<file path="src/rtl/compare_tally.sv">
// compare_tally: consumes one-hot magnitude-comparator results (001 = A>B,
// 010 = A==B, 100 = A<B), tallies them over a fixed-length round and then
// offers the three counts plus a one-hot verdict on a result handshake.
// Non-one-hot samples are dropped and flagged through a sticky err bit.
module compare_tally #(
  parameter int ROUND_LEN = 8,
  parameter int CNT_W     = 4
) (
  input  logic             clk,
  input  logic             rst_n,
  input  logic             clear,
  input  logic             in_valid,
  output logic             in_ready,
  input  logic [2:0]       y,
  output logic             res_valid,
  input  logic             res_ready,
  output logic [CNT_W-1:0] gt_cnt,
  output logic [CNT_W-1:0] eq_cnt,
  output logic [CNT_W-1:0] lt_cnt,
  output logic [2:0]       verdict,
  output logic             err
);

  // Two extra bits keep the three-way sum from overflowing.
  localparam int SUM_W = CNT_W + 2;
  localparam logic [SUM_W-1:0] ROUND_TARGET = SUM_W'(ROUND_LEN);
  localparam logic [CNT_W-1:0] ONE = CNT_W'(1);

  typedef enum logic {
    COLLECT,
    REPORT
  } state_t;

  state_t           state_q, state_d;
  logic [CNT_W-1:0] gt_q, gt_d;
  logic [CNT_W-1:0] eq_q, eq_d;
  logic [CNT_W-1:0] lt_q, lt_d;
  logic [2:0]       verdict_q, verdict_d;
  logic             err_q, err_d;
  logic             sample_ok;
  logic [SUM_W-1:0] sum_d;

  // Next-state logic: clear dominates, then collect samples or wait for the
  // result handshake depending on state.
  always_comb begin
    state_d   = state_q;
    gt_d      = gt_q;
    eq_d      = eq_q;
    lt_d      = lt_q;
    verdict_d = verdict_q;
    err_d     = err_q;
    sample_ok = 1'b0;
    sum_d     = '0;

    if (clear) begin
      state_d   = COLLECT;
      gt_d      = '0;
      eq_d      = '0;
      lt_d      = '0;
      verdict_d = 3'b000;
      err_d     = 1'b0;
    end else begin
      case (state_q)
        COLLECT: begin
          if (in_valid) begin
            case (y)
              3'b001: begin
                gt_d      = gt_q + ONE;
                sample_ok = 1'b1;
              end
              3'b010: begin
                eq_d      = eq_q + ONE;
                sample_ok = 1'b1;
              end
              3'b100: begin
                lt_d      = lt_q + ONE;
                sample_ok = 1'b1;
              end
              default: begin
                err_d = 1'b1;
              end
            endcase
            sum_d = {2'b00, gt_d} + {2'b00, eq_d} + {2'b00, lt_d};
            // The verdict is taken from the post-increment counts so the
            // final sample of the round is included.
            if (sample_ok && (sum_d == ROUND_TARGET)) begin
              state_d = REPORT;
              if (gt_d > lt_d) begin
                verdict_d = 3'b001;
              end else if (gt_d == lt_d) begin
                verdict_d = 3'b010;
              end else begin
                verdict_d = 3'b100;
              end
            end
          end
        end
        REPORT: begin
          if (res_ready) begin
            state_d   = COLLECT;
            gt_d      = '0;
            eq_d      = '0;
            lt_d      = '0;
            verdict_d = 3'b000;
          end
        end
        default: begin
          state_d = COLLECT;
        end
      endcase
    end
  end

  // State, tally and error registers with asynchronous active-low reset.
  always_ff @(posedge clk or negedge rst_n) begin
    if (!rst_n) begin
      state_q   <= COLLECT;
      gt_q      <= '0;
      eq_q      <= '0;
      lt_q      <= '0;
      verdict_q <= 3'b000;
      err_q     <= 1'b0;
    end else begin
      state_q   <= state_d;
      gt_q      <= gt_d;
      eq_q      <= eq_d;
      lt_q      <= lt_d;
      verdict_q <= verdict_d;
      err_q     <= err_d;
    end
  end

  assign in_ready  = (state_q == COLLECT);
  assign res_valid = (state_q == REPORT);
  assign gt_cnt    = gt_q;
  assign eq_cnt    = eq_q;
  assign lt_cnt    = lt_q;
  assign verdict   = verdict_q;
  assign err       = err_q;

endmodule

</file>
<file path="config.mk">
export PLATFORM = sky130hd
export DESIGN_NAME = compare_tally
export DESIGN_NICKNAME = d
export VERILOG_FILES = /design/src/rtl/compare_tally.sv
export SDC_FILE = /design/constraint.sdc
export NUM_CORES = 1
export LEC_CHECK = 0
export CAP_MARGIN = 20
export CORE_MARGIN = 10
export CORE_UTILIZATION = 39
export DETAILED_ROUTE_END_ITERATION = 10
export GPL_TIMING_DRIVEN = 1
export HOLD_SLACK_MARGIN = 0.08
export PLACE_DENSITY = 0.73
export SYNTH_ARGS = -nofsm -noshare
export SYNTH_HDL_FRONTEND = slang
export SYNTH_SLANG_ARGS = --single-unit
</file>
<file path="constraint.sdc">
create_clock -name clk -period 3.4 [get_ports clk]
set_input_delay 1.02 -clock clk [delete_from_list [all_inputs] [get_ports clk]]
set_output_delay 1.02 -clock clk [all_outputs]
set_load 0.01 [all_outputs]
</file>
==> results.json <==
{
  "routed_wl_mm": 3.50,
  "power.share.clock": 0.284,
  "fillers": 260,
  "crit_fanout": 5,
  "diodes": 0,
  "ys_warn_count": 0,
  "maxCapViolCount": 0,
  "root_buffer": "clkbuf_4",
  "multi_input_area_um2": 833,
  "hold_end": "verdict[1]",
  "fmax_mhz": 264,
  "netlist_area_um2": 1220,
  "grt_pass1_vias": 1253,
  "clock_latency_ns": 0.29,
  "gr-total-overflow": 0,
  "final_hold_viol_count": 0,
  "period_share": 1.11,
  "synthCells": 127,
  "antenna_found_initial": 0,
  "cp.required_ns": 3.63,
  "rows": 20,
  "drtAntennaViolNets": 0,
  "pwr-share-seq": 0.510,
  "holdPathStages": 1,
  "synth_fp_nets": 150,
  "cts_buffers": 3,
  "power.switching_w": 0.000114,
  "final-setup-viol-count": 4,
  "syn_area_per_cell_um2": 9.62,
  "cp_data_arrival_time_ns": 4.01,
  "yosys.area.top_type_share": 0.348,
  "path_clk_slew_ns": 0.11,
  "worstHoldStart": "verdict[1]",
  "p_total_w": 0.000408,
  "p_comb_frac": 0.206,
  "fin_crit_ns": 3.79,
  "coreArea_um2": 3030,
  "p_per_area_nw_per_um2": 217,
  "die_w_um": 76.0,
  "avgViaCountPerCell": 4.97,
  "hpwl_mm": 2.50,
  "grt_start_max_net_pins": 18,
  "rr_startpoint": "eq_cnt[0]",
  "remaining_drc_errors": 0,
  "max_slew_margin": 0.468,
  "die_y_um": 76.0,
  "skew_ns": 0.00362,
  "dp.cells": 212,
  "rr_endpoint": "res_valid",
  "vias": 1128,
  "clockBufferDepth": 2,
  "synthTopCellsByArea": "dfrtp_1 35%, ha_1 10%, fa_1 8.2%",
  "h-tree-depth": 1,
  "dr.pass1.iters": 4,
  "grt_pass1_wl_mm": 5.73,
  "area.sequential_um2": 425,
  "cts_tree": "done",
  "yosysTopAreaCell": "dfrtp_1",
  "clock-sinks": 17,
  "endpoint_kind": "flip-flop",
  "r2r_cells": 11,
  "reg2reg_slack_ns": 0.08,
  "place_congestion": 0.889,
  "final_cells": 227,
  "area_delta_synth_final_pct": 53.6,
  "switching_share": 0.281,
  "vdd_drop_max_v": 0.000180,
  "wl_per_cell_um": 15.4,
  "nets": 207,
  "synth_cell_types": 28,
  "grt.total_usage": 0.117,
  "seq_area_frac_synth": 0.348,
  "initial_core_util": 0.403,
  "power.leakage_nw": 0.863,
  "slew_viol_final": 0,
  "status": "finished, violations left",
  "die-area_um2": 5770,
  "worst_pin_slew_ns": 0.796,
  "numPortBuffers": 25,
  "p_int_w": 0.000293,
  "drive_gt1_frac": 0.306,
  "cp-start-kind": "primary input",
  "rsz0062_at_grt": "yes",
  "path_class": "primary input to flip-flop",
  "fin_ws_ns": -0.388,
  "ys_seq_elements": 17,
  "ios": 26,
  "violations": "setup timing",
  "hold_path.class": "flip-flop to flip-flop",
  "drt_iter0_drc": 102
}
-- state kept, by name (all words and copies together), names as in the netlist --
name / cells
verdict: 3
gt_cnt: 4
eq_cnt: 4
err: 1
lt_cnt: 4
res_valid: 1
-- per-stage QoR --
step | hold WS [ns] | instance area, um2 | utilization | TNS [ns] | setup slack [ns]
final | 0.505 | 1880 | 0.619 | -1.40 | -0.388
after global routing | 0.543 | 1880 | 0.619 | -1.95 | -0.514
after CTS | 0.514 | 1820 | 0.601 | -1.03 | -0.284
after detailed placement | 0.481 | 1680 | 0.556 | -4.26 | -1.12
after global placement | 0.492 | 1680 | 0.556 | -4.08 | -1.04
after floorplan | 0.521 | 1250 | - | -1.04 | -0.329
-- worst max-delay path, cell delays in order --
cell      delay, ns
buf_8          0.10
buf_6          0.11
nor3b_4        0.29
mux2_4         0.35
fa_1           0.52
ha_2           0.19
inv_2          0.04
fa_2           0.53
nand4_1        0.13
a211oi_2       0.32
buf_4          0.19
nand3_2        0.07
a21oi_2        0.14
-- kinds of logic after synthesis --
group | Yosys count | share of synthesized area
compound gates | 29 | 0.153
xor+xnor | 11 | 0.0789
flops | 17 | 0.348
buf+inv | 15 | 0.0471
simple gates | 37 | 0.162
mux | 3 | 0.0266
fa+ha+maj | 15 | 0.184
-- routing by layer --
metal | track usage | wire length, um | up-vias | share of wire
met3 | 0.0342 | 220 | 2 | 0.063
met4 | 0.0152 | 11 | 0 | 0.0031
met2 | 0.219 | 1820 | 35 | 0.52
met5 | 0 | 0 | - | 0
li1 | - | - | 551 | -
met1 | 0.130 | 1450 | 540 | 0.41
-- cells in the mapped netlist (all sizes together) --
master and number:
nand2 15, nand2b 2, o2bb2ai 2, nor2 5
nand4 5, xnor2 6, nor3b 3, or2 1
fa 5, nor2b 1, buf 1, and2 1
inv 13, a22o 5, clkbuf 1, or3 1
ha 10, a211oi 1, a21oi 4, dfrtp 17
mux2 2, o21ai 16, nand3 2, o31ai 1
and3 1, mux2i 1, xor2 5
-- worst max-delay path by stage --
| stage | startpoint | to | slack (ns) |
|---|---|---|---|
| floorplan | y[0] | verdict[2] | -0.33 |
| global placement | y[0] | verdict[1] | -1.04 |
| detailed placement | y[0] | res_valid | -1.12 |
| CTS | y[2] | verdict[1] | -0.28 |
| global route | y[0] | res_valid | -0.51 |
| finish | y[1] | res_valid | -0.39 |
-- placed cells by master, fill, tap and decap left out, types with 2 or more instances in the layout --
cell / instances
a21oi_1: 3
a22o_1: 5
buf_4: 27
buf_6: 3
buf_8: 2
clkbuf_4: 3
clkdlybuf4s50_1: 22
dfrtp_1: 17
fa_1: 4
ha_1: 8
inv_1: 12
mux2_4: 2
nand2_1: 14
nand2b_1: 2
nand4_1: 5
nor2_1: 5
nor3b_4: 3
o21ai_0: 14
o21ai_1: 2
xnor2_1: 3
xnor2_2: 3
xor2_1: 4
-- cell type report --
type	instances	area share
sequential	17	0.227
timing repair buffer	54	0.260
multi-input combinational	95	0.444
clock buffer	4	0.0140
tap	44	0.0294
inverter	13	0.0260
-- power groups by stage --
stage               combinational, W  sequential [W]  clock (W)
CTS                        0.0000793        0.000207   0.000114
floorplan                  0.0000298        0.000212          0
global placement           0.0000704        0.000211          0
global route               0.0000914        0.000208   0.000126
detailed placement         0.0000727        0.000211          0
finish                     0.0000841        0.000208   0.000116
-- repair_timing --
| item | CTS | global route |
|---|---|---|
| endpoints found under the hold margin | 0 | 0 |
| gates resized for setup | 25 | 6 |
| pin swaps | 15 | 5 |
| hold buffers | 0 | 0 |
| setup buffers | 8 | 3 |
| setup endpoints to repair | 4 | 4 |
Power figures use the tool's default switching activity.
